[src/rtl/riscv_pkg.sv]
// Shared types for the branch-predictor update path.
package riscv_pkg;

   typedef enum logic [1:0] {
      BpNone = 2'b00,
      BpBr   = 2'b01,
      BpJal  = 2'b10,
      BpJalr = 2'b11
   } bp_type_e;

   typedef struct packed {
      bp_type_e    br_type;
      logic [31:0] pc;
      logic        taken;
      logic [31:0] target;
      logic        inv;
   } bp_upd_entry_t;

   typedef enum logic [1:0] {
      StIdle,
      StBhtWr,
      StBtbInv,
      StBtbWr
   } bp_upd_state_e;

   function automatic logic [31:0] bp_fallthrough(input logic [31:0] pc, input logic rvc);
      return pc + (rvc ? 32'd2 : 32'd4);
   endfunction

endpackage

[src/rtl/bp_upd_fifo.sv]
// Circular update buffer; pointers carry an extra wrap bit to tell full from empty.
module bp_upd_fifo
   import riscv_pkg::*;
#(
   parameter int unsigned DEPTH = 4
) (
   input  logic          clk,
   input  logic          reset_n,
   input  logic          push,
   input  bp_upd_entry_t wdata,
   input  logic          pop,
   output bp_upd_entry_t rdata,
   output logic          full,
   output logic          empty
);

   localparam int unsigned AW = $clog2(DEPTH);

   logic [AW:0]   wptr_q, rptr_q;
   bp_upd_entry_t mem_q [DEPTH];
   logic          do_push, do_pop;

   assign full    = (wptr_q[AW] != rptr_q[AW]) && (wptr_q[AW-1:0] == rptr_q[AW-1:0]);
   assign empty   = (wptr_q == rptr_q);
   assign do_push = push & ~full;
   assign do_pop  = pop & ~empty;
   assign rdata   = mem_q[rptr_q[AW-1:0]];

   always_ff @(posedge clk or negedge reset_n) begin
      if (!reset_n) begin
         wptr_q <= '0;
         rptr_q <= '0;
      end else begin
         if (do_push) wptr_q <= wptr_q + 1'b1;
         if (do_pop)  rptr_q <= rptr_q + 1'b1;
      end
   end

   // Payload storage needs no reset; only the pointers define validity.
   always_ff @(posedge clk) begin
      if (do_push) mem_q[wptr_q[AW-1:0]] <= wdata;
   end

endmodule

[src/rtl/bp_update_ctrl.sv]
// Detects mispredicts from EX and drains queued BHT/BTB writes, one write per cycle.
module bp_update_ctrl
   import riscv_pkg::*;
#(
   parameter int unsigned DEPTH = 4,
   parameter int unsigned CNT_W = 32
) (
   input  logic             clk,
   input  logic             reset_n,
   input  logic             resolve_valid,
   output logic             resolve_ready,
   input  logic [1:0]       resolve_type,
   input  logic [31:0]      resolve_pc,
   input  logic             resolve_rvc,
   input  logic             resolve_taken,
   input  logic [31:0]      resolve_target,
   input  logic             pred_taken,
   input  logic [31:0]      pred_target,
   input  logic             ex_kill,
   input  logic             wr_stall,
   output logic             predict_fail,
   output logic [31:0]      redirect_pc,
   output logic             bht_updata,
   output logic [31:0]      bht_pc,
   output logic             bht_taken,
   output logic             btb_invalid,
   output logic             btb_update,
   output logic [31:0]      btb_pc,
   output logic [31:0]      btb_target,
   output logic [CNT_W-1:0] resolve_cnt,
   output logic [CNT_W-1:0] mispredict_cnt
);

   localparam logic [CNT_W-1:0] CntOne = 1;

   bp_type_e      rtype;
   bp_upd_entry_t wentry, head;
   bp_upd_state_e state_q;
   logic          full, empty, acc, mis, push, pop, tgt_diff;

   assign rtype         = bp_type_e'(resolve_type);
   assign resolve_ready = ~full;
   assign acc           = resolve_valid & resolve_ready & ~ex_kill & (rtype != BpNone);
   assign tgt_diff      = (resolve_target != pred_target);

   always_comb begin
      mis = 1'b0;
      case (rtype)
         BpBr:    mis = (resolve_taken != pred_taken) | (resolve_taken & pred_taken & tgt_diff);
         BpJal:   mis = ~pred_taken;
         BpJalr:  mis = ~pred_taken | tgt_diff;
         default: mis = 1'b0;
      endcase
   end

   assign push = acc & ((rtype == BpBr) | ((rtype == BpJalr) & mis));
   assign pop  = (state_q == StBhtWr) | (state_q == StBtbWr);

   always_comb begin
      wentry         = '0;
      wentry.br_type = rtype;
      wentry.pc      = resolve_pc;
      wentry.taken   = resolve_taken;
      wentry.target  = resolve_target;
      wentry.inv     = pred_taken & tgt_diff;
   end

   bp_upd_fifo #(
      .DEPTH (DEPTH)
   ) u_fifo (
      .clk     (clk),
      .reset_n (reset_n),
      .push    (push),
      .wdata   (wentry),
      .pop     (pop),
      .rdata   (head),
      .full    (full),
      .empty   (empty)
   );

   always_ff @(posedge clk or negedge reset_n) begin
      if (!reset_n) begin
         predict_fail   <= 1'b0;
         redirect_pc    <= '0;
         resolve_cnt    <= '0;
         mispredict_cnt <= '0;
      end else begin
         predict_fail <= acc & mis;
         redirect_pc  <= (acc & mis) ? (resolve_taken ? resolve_target :
                                        bp_fallthrough(resolve_pc, resolve_rvc)) : '0;
         if (acc && (resolve_cnt != '1))          resolve_cnt    <= resolve_cnt + CntOne;
         if (acc && mis && (mispredict_cnt != '1)) mispredict_cnt <= mispredict_cnt + CntOne;
      end
   end

   // Strobes and buses are registered alongside the state, so they track it exactly.
   always_ff @(posedge clk or negedge reset_n) begin
      if (!reset_n) begin
         state_q     <= StIdle;
         bht_updata  <= 1'b0;
         bht_pc      <= '0;
         bht_taken   <= 1'b0;
         btb_invalid <= 1'b0;
         btb_update  <= 1'b0;
         btb_pc      <= '0;
         btb_target  <= '0;
      end else begin
         case (state_q)
            StIdle: begin
               if (!empty && !wr_stall) begin
                  if (head.br_type == BpBr) begin
                     state_q    <= StBhtWr;
                     bht_updata <= 1'b1;
                     bht_pc     <= head.pc;
                     bht_taken  <= head.taken;
                  end else if (head.br_type == BpJalr) begin
                     state_q     <= head.inv ? StBtbInv : StBtbWr;
                     btb_invalid <= head.inv;
                     btb_update  <= ~head.inv;
                     btb_pc      <= head.pc;
                     btb_target  <= head.target;
                  end
               end
            end
            StBhtWr: begin
               state_q    <= StIdle;
               bht_updata <= 1'b0;
               bht_pc     <= '0;
               bht_taken  <= 1'b0;
            end
            StBtbInv: begin
               state_q     <= StBtbWr;
               btb_invalid <= 1'b0;
               btb_update  <= 1'b1;
            end
            StBtbWr: begin
               state_q    <= StIdle;
               btb_update <= 1'b0;
               btb_pc     <= '0;
               btb_target <= '0;
            end
            default: state_q <= StIdle;
         endcase
      end
   end

endmodule

[config.mk]
export PLATFORM = sky130hd
export DESIGN_NAME = bp_update_ctrl
export DESIGN_NICKNAME = d
export VERILOG_FILES = /design/src/rtl/riscv_pkg.sv /design/src/rtl/bp_upd_fifo.sv /design/src/rtl/bp_update_ctrl.sv
export SDC_FILE = /design/constraint.sdc
export NUM_CORES = 1
export LEC_CHECK = 0
export ABC_AREA = 1
export BUFFER_PORTS_ARGS = -buffer_cell sky130_fd_sc_hd__buf_2
export CORE_MARGIN = 4
export CORE_UTILIZATION = 23
export DETAILED_ROUTE_END_ITERATION = 10
export PLACE_DENSITY = 0.47
export SYNTH_ARGS = -nofsm -noshare
export SYNTH_HDL_FRONTEND = slang
export SYNTH_SLANG_ARGS = --single-unit
[constraint.sdc]
create_clock -name clk -period 11.56 [get_ports clk]
set_clock_uncertainty 0.05 [all_clocks]
set_input_delay 1.156 -clock clk [delete_from_list [all_inputs] [get_ports clk]]
set_output_delay 1.156 -clock clk [all_outputs]
set_load 0.01 [all_outputs]
==> flow_summary.toml <==
[worst_setup_path]
r2r-start = "u_fifo.rptr_q[0]$_DFFE_PN0P_"
regToRegSetupSlack_ns = 7.39
critPathArrivalTime_ns = 4.37
critPathRequiredTime_ns = 11.76
worstSetupStartpointType = "register"
end_kind = "register"
crit_type = "register to register"
r2r_end = "u_fifo.mem_q[3][35]$_DFFE_PP_"
crit_fanout = 59
ff2ff_path_depth = 10

[pwr]
p_leak_nw = 10.76
p_int_mw = 3.625
clkPwrFrac = 0.329
switchingPower_mw = 2.021
powerDensity_nw_per_um2 = 221.4
power_frac_seq = 0.397
pwr-share-comb = 0.274
total_power_mw = 5.645
sw_frac_of_total = 0.3579
peakVddDrop_mv = 0.1296

[layout]
fin_util = 0.2868
num-nets-final = 2403
drive_gt1_frac = 0.1915
area_growth_pct = 22.86

[routing]
wl_met3_um = 3744
top_layer_used = "met5"
viasPerCell = 4.542
drt_iter0_drc = 1085
wl_per_cell_um = 20.50
vias = 15940
met1_length_um = 32370
drt_pass1_iterations = 5
drc_errors = 0
drt-total-wl_um = 71950
postRouteAntennaNets = 0
dr_wl_met2_um = 33580

[sta]
worstMarginPinSlew_ns = 1.154
rsz0062_at_grt = "false"
post-route-period-util = 0.3609
relSlewSlack = 0.2308
finalHoldViolations = 0
setup_viol = 0
period_needed_ns = 4.172
slew_violations = 0
max_freq_ghz = 0.2397
fin_tns_setup_ns = 0

[yosys]
synth-main-ff-cell = "edfxtp_1"
synth_edf_count = 272
yosysWarnings = 0
synth_top_area_frac = 0.3935
ys_seq_elements = 477
yosys.area.top_type = "edfxtp_1"
seq_area_frac_synth = 0.6406
async_reset_ff_frac = 0.4298
synth.avg_cell_area_um2 = 10.40
syn-num-nets = 2113
synth_cell_type_count = 41
ys_top_cells_by_area = "edfxtp_1, dfrtp_1, nand2_1"
syn_inst = 1996
synthesis.area_um2 = 20760

[clocking]
cts_buffers = 56
htreeDepth = 2
postCtsSetupBuffers = 0
cts_resized = 0
clock_latency_ns = 0.62
hold_buffers = 0
cts_tree = "built"
clkSinkCount = 477
cts.path.max_buffers = 3
clkTransAtPathRegs_ns = 0.05
cts_root_buffer = "clkbuf_16"

[floorplan]
start_util = 0.2334
fp.coreArea_um2 = 88920
num_rows = 109
die_x_um = 308.4
ios = 304
die_h_um = 308.4
dieArea_um2 = 95120

[place]
hpwlAfterDp_um = 48820
place_congestion = 0.8698
port_buffers = 303

[run_status]
outcome = "finished clean"

[global_routing]
grt_max_degree = 92
grt_pass1_vias = 15880
grt_pass1_wl_um = 106200
antenna_found_initial = 15
track_usage = 0.1479
gr-total-overflow = 0

[worst_hold_path]
hold_path_end = "bht_pc[12]$_DFFE_PN0P_"
hp-start = "bht_pc[12]$_DFFE_PN0P_"
holdCritPathClass = "register to register"
hold_depth = 2

[run]
cap_viol_max_count = 0
==> power by group through the flow <==
| stage | logic [mW] | clock network, mW | registers [mW] |
|---|---|---|---|
| 6_report | 1.55 | 1.86 | 2.24 |
| 5_1_grt | 1.72 | 1.98 | 2.27 |
| 4_1_cts | 1.59 | 1.91 | 2.24 |
| 3_5_place_dp | 1.58 | 0 | 2.28 |
| 3_3_place_gp | 1.56 | 0 | 2.27 |
| 2_1_floorplan | 0.892 | 0 | 2.26 |
==> state kept, by name (all words and copies together) (netlist names) <==
name / flops
predict_fail: 1
resolve_cnt: 32
btb_pc: 32
btb_invalid: 1
bht_taken: 1
bht_pc: 32
btb_target: 32
mispredict_cnt: 32
btb_update: 1
u_fifo.mem_q: 272
u_fifo.wptr_q: 3
u_fifo.rptr_q: 3
bht_updata: 1
redirect_pc: 32
state_q: 2
==> cell usage after synthesis (6+ instances only) <==
| cell | number |
|---|---|
| a21oi_1 | 45 |
| a22o_1 | 44 |
| buf_2 | 21 |
| clkbuf_1 | 58 |
| dfrtp_1 | 205 |
| edfxtp_1 | 272 |
| ha_1 | 10 |
| inv_1 | 98 |
| nand2_1 | 477 |
| nand3_1 | 31 |
| nand4_1 | 53 |
| nor2_1 | 229 |
| nor3_1 | 50 |
| nor4_1 | 16 |
| o21ai_0 | 166 |
| o21ai_1 | 12 |
| o21ai_2 | 6 |
| o22ai_1 | 51 |
| xnor2_1 | 47 |
| xor2_1 | 61 |
==> worst max-delay path, stage by stage (launching register included) <==
cell and delay, ns:
dfrtp_4 0.86, xor2_1 0.20, nor2_1 0.10, nand2_1 0.15
o211ai_1 0.15, inv_2 0.07, buf_4 0.38, nand3_1 0.52
nor2_4 0.19, buf_4 0.47, buf_4 0.61
==> layout make-up <==
type,count,area [um2]
fill,9352,63420
sequential,477,13310
multi-input combinational,1325,6695
timing repair buffer,324,1684
tap,1165,1458
clock buffer,64,1451
clock inverter,42,498.0
inverter,102,386.6
antenna,10,25.02
==> worst max path at each step <==
stage / start / to / slack [ns] / depth (start not counted)
after global placement: resolve_target[23] / u_fifo.mem_q[3][44]$_DFFE_PP_ / 7.09 / 13
final: u_fifo.rptr_q[0]$_DFFE_PN0P_ / u_fifo.mem_q[3][35]$_DFFE_PP_ / 7.39 / 10
after floorplan: resolve_target[12] / u_fifo.mem_q[0][0]$_DFFE_PP_ / 6.26 / 12
after detailed placement: resolve_target[23] / u_fifo.mem_q[3][45]$_DFFE_PP_ / 7.05 / 13
after CTS: u_fifo.rptr_q[0]$_DFFE_PN0P_ / u_fifo.mem_q[3][29]$_DFFE_PP_ / 7.24 / 10
after global routing: u_fifo.rptr_q[0]$_DFFE_PN0P_ / u_fifo.mem_q[3][35]$_DFFE_PP_ / 6.98 / 10
==> stage by stage <==
step / setup WS [ns] / cells / instance area [um2] / hold slack, ns
5_1_grt: 6.982 / 3503 / 25490 / 0.4295
3_3_place_gp: 7.089 / 3393 / 23530 / 0.3998
4_1_cts: 7.238 / 3499 / 25480 / 0.4192
2_1_floorplan: 6.261 / 1996 / 20760 / 0.4153
6_report: 7.388 / 3509 / 25500 / 0.4159
3_5_place_dp: 7.049 / 3393 / 23530 / 0.4044
==> cells by family (layout without fill, tap and decap cells) <==
kind of cell | Yosys count | in the layout | synth area share
other | 0 | 10 | 0
flip-flops | 477 | 477 | 0.6406
AO/OA/AOI/OAI | 330 | 330 | 0.09277
AND/OR/NAND/NOR | 876 | 876 | 0.1754
adder cells (fa/ha/maj) | 11 | 11 | 0.006992
XOR/XNOR | 108 | 108 | 0.04557
buffers and inverters | 194 | 532 | 0.03864
==> metal layers <==
layer / up-vias / track usage
li1: 7447 / -
met5: - / 0
met2: 417 / 0.2414
met4: 2 / 0.05035
met3: 109 / 0.02644
met1: 7963 / 0.1988
==> cells in the final DEF (no fill, tap or decap), types with 12 or more instances in the layout <==
cell and n:
o21ai_1 12, nand3_1 31, nor3_1 50, buf_2 302, clkinv_2 16, xnor2_1 47
inv_1 96, edfxtp_1 272, a21oi_1 45, o22ai_1 51, a22o_1 44, clkbuf_16 56
xor2_1 61, o21ai_0 166, nor2_1 225, dfrtp_1 203, nand2_1 477, nor4_1 16
buf_4 21, nand4_1 53
(Power assumes the default switching activity.)
